<file path="config.mk">
export PLATFORM = sky130hd
export DESIGN_NAME = instr_encoder_flat
export DESIGN_NICKNAME = d
export VERILOG_FILES = /design/src/rtl/riscv_pkg.sv /design/src/rtl/instr_encoder_if.sv /design/src/rtl/instr_encoder_imm_packer.sv /design/src/rtl/instr_encoder.sv /design/src/flat_wrapper.sv
export SDC_FILE = /design/constraint.sdc
export NUM_CORES = 1
export LEC_CHECK = 0
export BUFFER_PORTS_ARGS = -buffer_cell sky130_fd_sc_hd__buf_2
export CORE_MARGIN = 5
export CORE_UTILIZATION = 24
export CTS_CLUSTER_SIZE = 28
export DETAILED_ROUTE_END_ITERATION = 6
export PLACE_DENSITY = 0.39
export SLEW_MARGIN = 0
export SYNTH_ARGS = -nofsm -noshare
export SYNTH_HDL_FRONTEND = slang
export SYNTH_SLANG_ARGS = --single-unit
</file>
<file path="constraint.sdc">
create_clock -name clk -period 2.4 [get_ports clk]
set_input_delay 0.12 -clock clk [delete_from_list [all_inputs] [get_ports clk]]
set_output_delay 0.12 -clock clk [all_outputs]
set_load 0.02 [all_outputs]
</file>
<file path="src/rtl/riscv_pkg.sv">
// riscv_pkg -- shared types and constants for the instruction encoder.
//   fmt_e        : field-set format (I / S / B / reserved)
//   enc_state_e  : encoder session FSM states
//   NOP_WORD     : word written in place of a rejected field set (addi x0,x0,0)
//   IMM*_MIN/MAX : legal immediate ranges per format
//   imm_in_range : signed range test helper
package riscv_pkg;

  typedef enum logic [1:0] {
    FMT_I   = 2'b00,
    FMT_S   = 2'b01,
    FMT_B   = 2'b10,
    FMT_RSV = 2'b11
  } fmt_e;

  typedef enum logic [1:0] {
    ST_IDLE  = 2'b00,
    ST_LOAD  = 2'b01,
    ST_FLUSH = 2'b10
  } enc_state_e;

  localparam logic [31:0] NOP_WORD = 32'h0000_0013;

  // 12-bit signed immediates (I, S)
  localparam int IMM12_MIN = -2048;
  localparam int IMM12_MAX = 2047;
  // 13-bit signed branch offset, always even
  localparam int IMM13_MIN = -4096;
  localparam int IMM13_MAX = 4094;

  function automatic logic imm_in_range(input logic signed [31:0] v,
                                        input int lo, input int hi);
    return (v >= lo) && (v <= hi);
  endfunction

endpackage

</file>
<file path="src/rtl/instr_encoder_if.sv">
// instr_encoder_if -- session control, field-set stream and imem write bus.
//   start/base_addr/n_instr : session launch (producer -> encoder)
//   in_valid/in_ready/in_*  : field-set handshake (producer -> encoder)
//   imem_we/addr/wdata      : instruction-memory write port (encoder -> memory)
//   busy/done/err_cnt       : session status (encoder -> producer)
// master = producer/observer side, slave = encoder side.
interface instr_encoder_if;
  logic        start;
  logic [31:0] base_addr;
  logic [15:0] n_instr;
  logic        in_valid;
  logic        in_ready;
  logic [1:0]  in_fmt;
  logic [6:0]  in_opcode;
  logic [2:0]  in_funct3;
  logic [4:0]  in_rd;
  logic [4:0]  in_rs1;
  logic [4:0]  in_rs2;
  logic [31:0] in_imm;
  logic        imem_we;
  logic [31:0] imem_addr;
  logic [31:0] imem_wdata;
  logic        busy;
  logic        done;
  logic [15:0] err_cnt;

  modport master (
    output start, base_addr, n_instr, in_valid, in_fmt, in_opcode,
           in_funct3, in_rd, in_rs1, in_rs2, in_imm,
    input  in_ready, imem_we, imem_addr, imem_wdata, busy, done, err_cnt
  );

  modport slave (
    input  start, base_addr, n_instr, in_valid, in_fmt, in_opcode,
           in_funct3, in_rd, in_rs1, in_rs2, in_imm,
    output in_ready, imem_we, imem_addr, imem_wdata, busy, done, err_cnt
  );
endinterface

</file>
<file path="src/rtl/instr_encoder_imm_packer.sv">
// imm_packer -- combinational field packing and immediate range check.
//   fmt, opcode, funct3, rd, rs1, rs2, imm : one field set
//   word  : packed instruction (don't-care when legal = 0)
//   legal : field set may be written as-is
// Build option: INSTR_ENCODER_BTYPE_EN adds B-format packing; without it
// fmt 10 reports illegal and no B logic exists.
module imm_packer
  import riscv_pkg::*;
(
  input  logic [1:0]  fmt,
  input  logic [6:0]  opcode,
  input  logic [2:0]  funct3,
  input  logic [4:0]  rd,
  input  logic [4:0]  rs1,
  input  logic [4:0]  rs2,
  input  logic [31:0] imm,
  output logic [31:0] word,
  output logic        legal
);

  always_comb begin
    word  = '0;
    legal = 1'b0;
    case (fmt_e'(fmt))
      FMT_I: begin
        word  = {imm[11:0], rs1, funct3, rd, opcode};
        legal = imm_in_range(imm, IMM12_MIN, IMM12_MAX);
      end
      FMT_S: begin
        word  = {imm[11:5], rs2, rs1, funct3, imm[4:0], opcode};
        legal = imm_in_range(imm, IMM12_MIN, IMM12_MAX);
      end
`ifdef INSTR_ENCODER_BTYPE_EN
      FMT_B: begin
        word  = {imm[12], imm[10:5], rs2, rs1, funct3, imm[4:1], imm[11], opcode};
        legal = imm_in_range(imm, IMM13_MIN, IMM13_MAX) && !imm[0];
      end
`endif
      default: begin
        word  = '0;
        legal = 1'b0;
      end
    endcase
  end

endmodule

</file>
<file path="src/rtl/instr_encoder.sv">
// instr_encoder -- streams field sets into instruction-memory writes.
//   clk, rst : clock, synchronous active-high reset
//   bus      : instr_encoder_if.slave (session control, field-set
//              handshake, imem write port, busy/done/err_cnt status)
// A session writes n_instr words at base_addr + 4k, one cycle after each
// handshake. Rejected field sets are written as NOP and counted.
// Build option: INSTR_ENCODER_BTYPE_EN enables B-format encoding.
module instr_encoder
  import riscv_pkg::*;
(
  input  logic            clk,
  input  logic            rst,
  instr_encoder_if.slave  bus
);

  localparam int STAGES = 1;

  enc_state_e  state_q, state_d;
  logic [31:0] addr_q;
  logic [15:0] n_q;
  logic [15:0] cnt_q;
  logic [15:0] err_q;
  logic [31:0] waddr_q;
  logic [31:0] wdata_q;
  logic [STAGES:0] vld_pipe;

  logic        hs;
  logic        start_ok;
  logic        last;
  logic [31:0] pk_word;
  logic        pk_legal;

  imm_packer u_packer (
    .fmt    (bus.in_fmt),
    .opcode (bus.in_opcode),
    .funct3 (bus.in_funct3),
    .rd     (bus.in_rd),
    .rs1    (bus.in_rs1),
    .rs2    (bus.in_rs2),
    .imm    (bus.in_imm),
    .word   (pk_word),
    .legal  (pk_legal)
  );

  assign bus.in_ready = (state_q == ST_LOAD);
  assign hs           = bus.in_valid && bus.in_ready;
  assign start_ok     = bus.start && (state_q == ST_IDLE);
  // n_q >= 1 whenever we are in LOAD, so the subtract never wraps there
  assign last         = (cnt_q == n_q - 16'd1);

  always_comb begin
    state_d = state_q;
    case (state_q)
      ST_IDLE: begin
        if (start_ok) state_d = (bus.n_instr == 16'd0) ? ST_FLUSH : ST_LOAD;
      end
      ST_LOAD: begin
        if (hs && last) state_d = ST_FLUSH;
      end
      ST_FLUSH: state_d = ST_IDLE;
      default:  state_d = ST_IDLE;
    endcase
  end

  always_ff @(posedge clk) begin
    if (rst) state_q <= ST_IDLE;
    else     state_q <= state_d;
  end

  // Write echo: stage 0 is the handshake, stage 1 the registered strobe.
  assign vld_pipe[0] = hs;

  always_ff @(posedge clk) begin
    if (rst) begin
      vld_pipe[STAGES:1] <= '0;
      addr_q  <= '0;
      n_q     <= '0;
      cnt_q   <= '0;
      err_q   <= '0;
      waddr_q <= '0;
      wdata_q <= '0;
    end else begin
      vld_pipe[STAGES:1] <= vld_pipe[STAGES-1:0];
      if (start_ok) begin
        addr_q <= bus.base_addr;
        n_q    <= bus.n_instr;
        cnt_q  <= '0;
        err_q  <= '0;
      end
      if (hs) begin
        waddr_q <= addr_q;
        wdata_q <= pk_legal ? pk_word : NOP_WORD;
        addr_q  <= addr_q + 32'd4;   // wraps mod 2^32
        cnt_q   <= cnt_q + 16'd1;
        if (!pk_legal && (err_q != 16'hFFFF)) err_q <= err_q + 16'd1;
      end
    end
  end

  assign bus.imem_we    = vld_pipe[STAGES];
  assign bus.imem_addr  = waddr_q;
  assign bus.imem_wdata = wdata_q;
  assign bus.busy       = (state_q != ST_IDLE);
  assign bus.done       = (state_q == ST_FLUSH);
  assign bus.err_cnt    = err_q;

endmodule

</file>
<file path="src/flat_wrapper.sv">
// flat-port wrapper written by rule: the top's interface ports become plain ports
module instr_encoder_flat import riscv_pkg::*;
  (clk, rst, bus_start, bus_base_addr, bus_n_instr, bus_in_valid, bus_in_fmt, bus_in_opcode, bus_in_funct3, bus_in_rd, bus_in_rs1, bus_in_rs2, bus_in_imm, bus_in_ready, bus_imem_we, bus_imem_addr, bus_imem_wdata, bus_busy, bus_done, bus_err_cnt);
  instr_encoder_if bus_i ();
  input  logic clk;
  input  logic rst;
  input wire logic [$bits(bus_i.start)-1:0] bus_start;
  input wire logic [$bits(bus_i.base_addr)-1:0] bus_base_addr;
  input wire logic [$bits(bus_i.n_instr)-1:0] bus_n_instr;
  input wire logic [$bits(bus_i.in_valid)-1:0] bus_in_valid;
  input wire logic [$bits(bus_i.in_fmt)-1:0] bus_in_fmt;
  input wire logic [$bits(bus_i.in_opcode)-1:0] bus_in_opcode;
  input wire logic [$bits(bus_i.in_funct3)-1:0] bus_in_funct3;
  input wire logic [$bits(bus_i.in_rd)-1:0] bus_in_rd;
  input wire logic [$bits(bus_i.in_rs1)-1:0] bus_in_rs1;
  input wire logic [$bits(bus_i.in_rs2)-1:0] bus_in_rs2;
  input wire logic [$bits(bus_i.in_imm)-1:0] bus_in_imm;
  output wire logic [$bits(bus_i.in_ready)-1:0] bus_in_ready;
  output wire logic [$bits(bus_i.imem_we)-1:0] bus_imem_we;
  output wire logic [$bits(bus_i.imem_addr)-1:0] bus_imem_addr;
  output wire logic [$bits(bus_i.imem_wdata)-1:0] bus_imem_wdata;
  output wire logic [$bits(bus_i.busy)-1:0] bus_busy;
  output wire logic [$bits(bus_i.done)-1:0] bus_done;
  output wire logic [$bits(bus_i.err_cnt)-1:0] bus_err_cnt;
  assign bus_i.start = bus_start;
  assign bus_i.base_addr = bus_base_addr;
  assign bus_i.n_instr = bus_n_instr;
  assign bus_i.in_valid = bus_in_valid;
  assign bus_i.in_fmt = bus_in_fmt;
  assign bus_i.in_opcode = bus_in_opcode;
  assign bus_i.in_funct3 = bus_in_funct3;
  assign bus_i.in_rd = bus_in_rd;
  assign bus_i.in_rs1 = bus_in_rs1;
  assign bus_i.in_rs2 = bus_in_rs2;
  assign bus_i.in_imm = bus_in_imm;
  assign bus_in_ready = bus_i.in_ready;
  assign bus_imem_we = bus_i.imem_we;
  assign bus_imem_addr = bus_i.imem_addr;
  assign bus_imem_wdata = bus_i.imem_wdata;
  assign bus_busy = bus_i.busy;
  assign bus_done = bus_i.done;
  assign bus_err_cnt = bus_i.err_cnt;
  instr_encoder u_core (.clk(clk), .rst(rst), .bus(bus_i));
endmodule
</file>
==> out/results.ini, run 1 <==
[logic_synthesis]
synthArstFlopShare_pct=0
synthCells=914
synth.yosys.warnings=0
synth.ff_latch_count=147
synth_area_um2=6975
yosysSeqAreaShare_pct=42.19
synth_edf_count=0
syn_area_per_cell_um2=7.632
synthFlopType=dfxtp_1
synth_cell_type_count=65
synth_nets=1029

[global_routing]
first_global_vias=7412
grt-ovfl-total=0
grt_usage_pct=14.49
grt_antenna_before_repair=1
grt_pass1_wl_mm=39.14
grt_start_max_net_pins=59

[sta]
setup-tns-final_ns=0
slew_viol_final=0
fin_ws_ns=0.1473
tightestPinTransition_ns=0.7909
finalCritPeriodShare_pct=93.86
rsz0062_at_grt=no
whs_ns=0.02345
hold_violations=0
slew-limit-headroom_pct=47.08
setup_violations=0
min_period_ns=2.253
max_freq_ghz=0.4439
skew_ns=0.01237

[power]
powerDensity_nw_per_um2=628.2
vdd_ir_drop_max_uv=369.6
leakage_nw=3.878

[final_layout]
nets=1285
final_cell_mix=193 x nand2_1, 193 x buf_2, 147 x dfxtp_1, 117 x a21oi_1, 78 x nor2_1
final_util_pct=33.81
area_growth_syn_to_layout_pct=39.10
drive_above_1_share_pct=23.84
finish.instance_area_um2=9703

[placed_design]
dpl.hpwl_mm=16.84
port_buffers=194
dpl_cell_area_um2=8486
place_ws_ns=0.1769
gp_congestion=0.7962

[worst_setup_path]
critical_path_class=flop to flop
crit_slowest_cell=or4_4
crit_fanout=8
crit_chain=or4_4 > o41a_1 > a211oi_1 > a211oi_1 > o2111ai_1 > a21oi_1
end_kind=flop
cp-start-kind=flop
worstPathArrival_ns=2.53
crit_top_cell=a211oi_1
critPathMaxStageDelay_ns=0.61
worstPathRequired_ns=2.67

[detailed_routing]
totalWireLength_mm=23.77
num_vias=7268
vias_per_cell=4.635
drc=0
drtIter0Drc=351
wl_per_cell_um=15.16
detail-route-antenna-nets=0
drt_first_pass_iters=4

[cts]
cts-root-buf=clkbuf_16
clk_pin_slew_ns=0.07
insertion_delay_ns=0.42
clock_path_buffers=2
cts_made_buffers=17
cts_tree=yes
cts.repair_timing.setup_buffer_count=0
cts.sinks=147
h-tree-depth=4

[die]
coreArea_um2=28700
rows=62
dieHeight_um=180.5
die_x_um=180.5
start_util_pct=24.30
num_io_pins=195
die-area_um2=32570

[worst_hold_path]
min_path_type=primary input to flop

[status]
status=finished clean

[job]
drv_cap=0

## cells in the mapped netlist (all sizes together), types with 2 or more instances
| master | count | area, µm² |
|---|---|---|
| nand2 | 195 | 734.5 |
| dfxtp | 147 | 2943 |
| a21oi | 117 | 585.6 |
| nor2 | 78 | 292.8 |
| clkbuf | 45 | 180.2 |
| nor3 | 30 | 155.1 |
| o21ai | 30 | 150.1 |
| nand3 | 26 | 130.1 |
| a31oi | 23 | 143.9 |
| nor4 | 21 | 152.6 |
| inv | 18 | 67.56 |
| nand4 | 18 | 112.6 |
| mux2i | 13 | 130.1 |
| xnor2 | 13 | 113.9 |
| buf | 12 | 62.56 |
| or3 | 11 | 68.82 |
| and3 | 10 | 62.56 |
| and4 | 9 | 80.08 |
| o211ai | 9 | 67.56 |
| xor2 | 8 | 70.07 |
| and2 | 7 | 43.79 |
| nand3b | 6 | 45.04 |
| or4 | 6 | 53.80 |
| a211oi | 5 | 37.54 |
| a221oi | 4 | 35.03 |
| a22oi | 4 | 30.03 |
| ha | 4 | 50.05 |
| nand4b | 4 | 35.03 |
| or2 | 4 | 25.03 |
| a311oi | 3 | 26.28 |
| a31o | 3 | 26.28 |
| mux2 | 3 | 33.78 |
| nand2b | 3 | 18.77 |
| a211o | 2 | 18.77 |
| a22o | 2 | 17.52 |
| a2bb2oi | 2 | 17.52 |
| nor2b | 2 | 12.51 |
| nor3b | 2 | 15.01 |
| o31ai | 2 | 15.01 |
## power breakdown
group	leakage, nW	internal, mW	total [mW]	switching (mW)
combinational	2.42	0.401	0.920	0.519
sequential	1.19	2.54	2.63	0.0966
clock	0.259	1.36	2.54	1.18
total	3.88	4.29	6.10	1.80
## metal layers
metal,wire length (µm),vias up,global-route usage [%]
met4,215,0,3.206
li1,-,3747,-
met3,1231,13,3.633
met2,11340,147,24.62
met5,0,-,0
met1,10980,3361,18.62
## registers in the layout, indices dropped and copies added, names as in the netlist
register / count
u_core.addr_q: 32
u_core.n_q: 16
u_core.bus.imem_we: 1
u_core.bus.err_cnt: 16
u_core.bus.imem_wdata: 32
u_core.cnt_q: 16
u_core.state_q: 2
u_core.bus.imem_addr: 32
## stage by stage
| step | cells | power, mW |
|---|---|---|
| global route | 1568 | 6.417 |
| floorplan | 914 | 3.185 |
| finish | 1568 | 6.095 |
| global placement | 1469 | 3.540 |
| detailed placement | 1469 | 3.540 |
| CTS | 1567 | 6.227 |
## logic make-up after synthesis
logic type | count (synthesis) | share of synthesized area [%]
adders and majority gates | 4 | 0.7175
buffers and inverters | 75 | 4.448
AOI/OAI and AO/OA | 218 | 18.31
xor gates and xnor gates | 21 | 2.637
muxes | 16 | 2.350
DFF | 147 | 42.19
and+or+nand+nor | 433 | 29.35
## worst max-delay path, delay by kind of cell (launching register included)
family / cells / cell delay (ns)
flops: 1 / 0.38
compound gates: 5 / 1.11
simple gates: 1 / 0.61
## cell type report
type                            instances  area, µm²
Sequential cell                       147       2943
Inverter                               18      67.56
Timing Repair Buffer                  294       1914
Fill cell                            3126      19000
Multi-Input combinational cell        692       3747
Antenna cell                            1      2.502
Clock inverter                         14      118.9
Tap cell                              384      480.5
Clock buffer                           18      429.2
## repair_timing
item	in CTS	in global routing
hold endpoints to repair	66	0
resized for setup	0	1
setup endpoints to repair	0	1
hold buffers	66	0
## final timing paths
kind,to,slack (ns),depth (start not counted),from
worst max-delay path,u_core.state_q[1]$_SDFFE_PP0P_,0.15,6,u_core.n_q[2]$_SDFFE_PP0P_
worst min-delay path,u_core.addr_q[21]$_SDFFE_PP0P_,0.02,3,bus_base_addr[21]
worst max register to register,u_core.state_q[1]$_SDFFE_PP0P_,0.15,6,u_core.n_q[2]$_SDFFE_PP0P_
worst min register to register,u_core.bus.imem_addr[25]$_SDFFE_PP0P_,0.45,2,u_core.bus.imem_addr[25]$_SDFFE_PP0P_
No activity file was read; power rests on OpenSTA's default activity.
==> run 2: changes to the inputs <==
Settings changed: CTS_BUF_LIST set to sky130_fd_sc_hd__clkbuf_8 sky130_fd_sc_hd__clkbuf_16, RECOVER_POWER set to 100.
Clock period 2.4 ns to 2.8 ns, I/O delays scaled along.
==> run 2 against run 1 <==
  * Utilization down 0.93 points
  * Sequential share of layout area up 0.86 points
  * Critical path type unchanged
  * Highest routed layer unchanged
  * Critical endpoint is now u_core.cnt_q[10]$_SDFFE_PP0P_
  * Largest power group is now the clock network
  * Global-route usage decreased by 0.12 points
  * First-iteration DRC count decreased by 5.7%
  * Sequential power decreased by 14%
  * Flip-flop and latch count is the same
==> out/results.ini, run 2 (same netlist as run 1, synthesis figures left out) <==
[die]
dieHeight_um=180.5
start_util_pct=24.30
coreArea_um2=28700
die_x_um=180.5
die-area_um2=32570
rows=62
num_io_pins=195

[sta]
rsz0062_at_grt=no
setup_violations=0
setup-tns-final_ns=0
slew_viol_final=0
max_freq_ghz=0.4079
slew-limit-headroom_pct=29.63
min_period_ns=2.452
finalCritPeriodShare_pct=87.57
whs_ns=0.02445
skew_ns=0.01311
hold_violations=0
fin_ws_ns=0.3481
tightestPinTransition_ns=1.056

[worst_setup_path]
end_kind=flop
rr_startpoint=u_core.state_q[1]$_SDFFE_PP0P_
rr_worst_depth=8
critPathMaxStageDelay_ns=0.64
timing.rr.end=u_core.cnt_q[10]$_SDFFE_PP0P_
crit_start=u_core.state_q[1]$_SDFFE_PP0P_
crit_fanout=14
critical_path_class=flop to flop
crit_chain=nand2b_1 > inv_1 > and2_0 > clkbuf_1 > and3_1 > nand4_1 > mux2_2 > nor2_1
worstPathArrival_ns=2.80
cp-start-kind=flop
crit_slowest_cell=clkbuf_1
cp-endpoint=u_core.cnt_q[10]$_SDFFE_PP0P_
reg2reg_slack_ns=0.35
worstPathRequired_ns=3.15

[placed_design]
dpl_cell_area_um2=8356
gp_congestion=0.7532
place_ws_ns=0.2305
placedCellCount=1455
dpl.hpwl_mm=16.42
port_buffers=194

[power]
powerDensity_nw_per_um2=577.0
power.total_mw=5.445
leakage_nw=3.415
vdd_ir_drop_max_uv=309.3

[cts]
clock_path_buffers=2
cts_tree=yes
cts_made_buffers=17
h-tree-depth=4
cts.sinks=147
cts-root-buf=clkbuf_16
insertion_delay_ns=0.42
clk_pin_slew_ns=0.06
cts.repair_timing.setup_buffer_count=0

[final_layout]
drive_above_1_share_pct=14.97
finish.instance_area_um2=9437
final_common_cell=nand2_1
nets=1265
final_util_pct=32.88
final_cell_mix=193 x nand2_1, 147 x dfxtp_1, 117 x a21oi_1, 108 x buf_2, 91 x clkbuf_1
post_layout_nonfiller_instances=1547
area_growth_syn_to_layout_pct=35.28

[global_routing]
grt_start_max_net_pins=58
first_global_vias=7103
grt_antenna_before_repair=1
grt-ovfl-total=0
grt_usage_pct=14.36
grt_pass1_wl_mm=38.81

[detailed_routing]
num_vias=7163
drt_first_pass_iters=5
totalWireLength_mm=23.64
detail-route-antenna-nets=0
vias_per_cell=4.630
wl_per_cell_um=15.28
drc=0
drtIter0Drc=331

[job]
drv_cap=0

[status]
status=finished clean

[worst_hold_path]
min_path_type=primary input to flop

run 2: cell types whose count changed in the layout (fill, tap and decap cells not counted), moves of 6 or more:
cell | before | now
buf_2 | 193 | 108
clkbuf_1 | 1 | 91
dlygate4sd3_1 | 66 | 60
buf_4 | 33 | 13
run 2: area by class of cell:
class | instances | area, µm²
inverter | 18 | 67.56
tap | 384 | 480.5
multi-input combinational | 692 | 3741
clock inverter | 13 | 172.7
clock buffer | 18 | 439.2
fill | 3204 | 19270
sequential | 147 | 2943
timing repair buffer | 274 | 1590
antenna | 1 | 2.502
run 2: worst min-delay path by stage:
stage	end	from	slack (ns)	cells after the start
3_5_place_dp	u_core.bus.imem_wdata[15]$_SDFFE_PP0P_	bus_in_rs1[0]	0.39	3
6_report	u_core.addr_q[17]$_SDFFE_PP0P_	bus_base_addr[17]	0.02	3
2_1_floorplan	u_core.addr_q[0]$_SDFFE_PP0P_	bus_base_addr[0]	0.28	2
3_3_place_gp	u_core.bus.imem_wdata[16]$_SDFFE_PP0P_	bus_in_rs1[1]	0.38	3
5_1_grt	u_core.addr_q[31]$_SDFFE_PP0P_	bus_base_addr[31]	0.01	3
4_1_cts	u_core.addr_q[17]$_SDFFE_PP0P_	bus_base_addr[17]	0.003	3
run 2: report_power, final:
| part | total (mW) | switching, mW | internal (mW) |
|---|---|---|---|
| clock network | 2.45 | 1.01 | 1.44 |
| registers | 2.26 | 0.0903 | 2.17 |
| logic | 0.734 | 0.429 | 0.305 |
| total | 5.44 | 1.52 | 3.92 |
run 2: per-layer routing:
metal	up-vias	GRT usage, %	share of wire, %
met5	-	0	0
met4	0	2.995	0.79
met3	11	3.896	4.9
met2	138	23.55	46
met1	3301	19.06	49
li1	3713	-	-
run 2: worst max-delay path: cells and delay by family, from the launching register on:
family / cells / cell delay, ns
muxes: 1 / 0.29
and+or+nand+nor: 5 / 1.03
DFF: 1 / 0.32
buffers and inverters: 2 / 0.75
run 2: repair_timing:
action,in CTS,in global routing
setup endpoints to repair,0,4
resized for setup,0,1
hold endpoints to repair,60,0
hold buffers,60,0
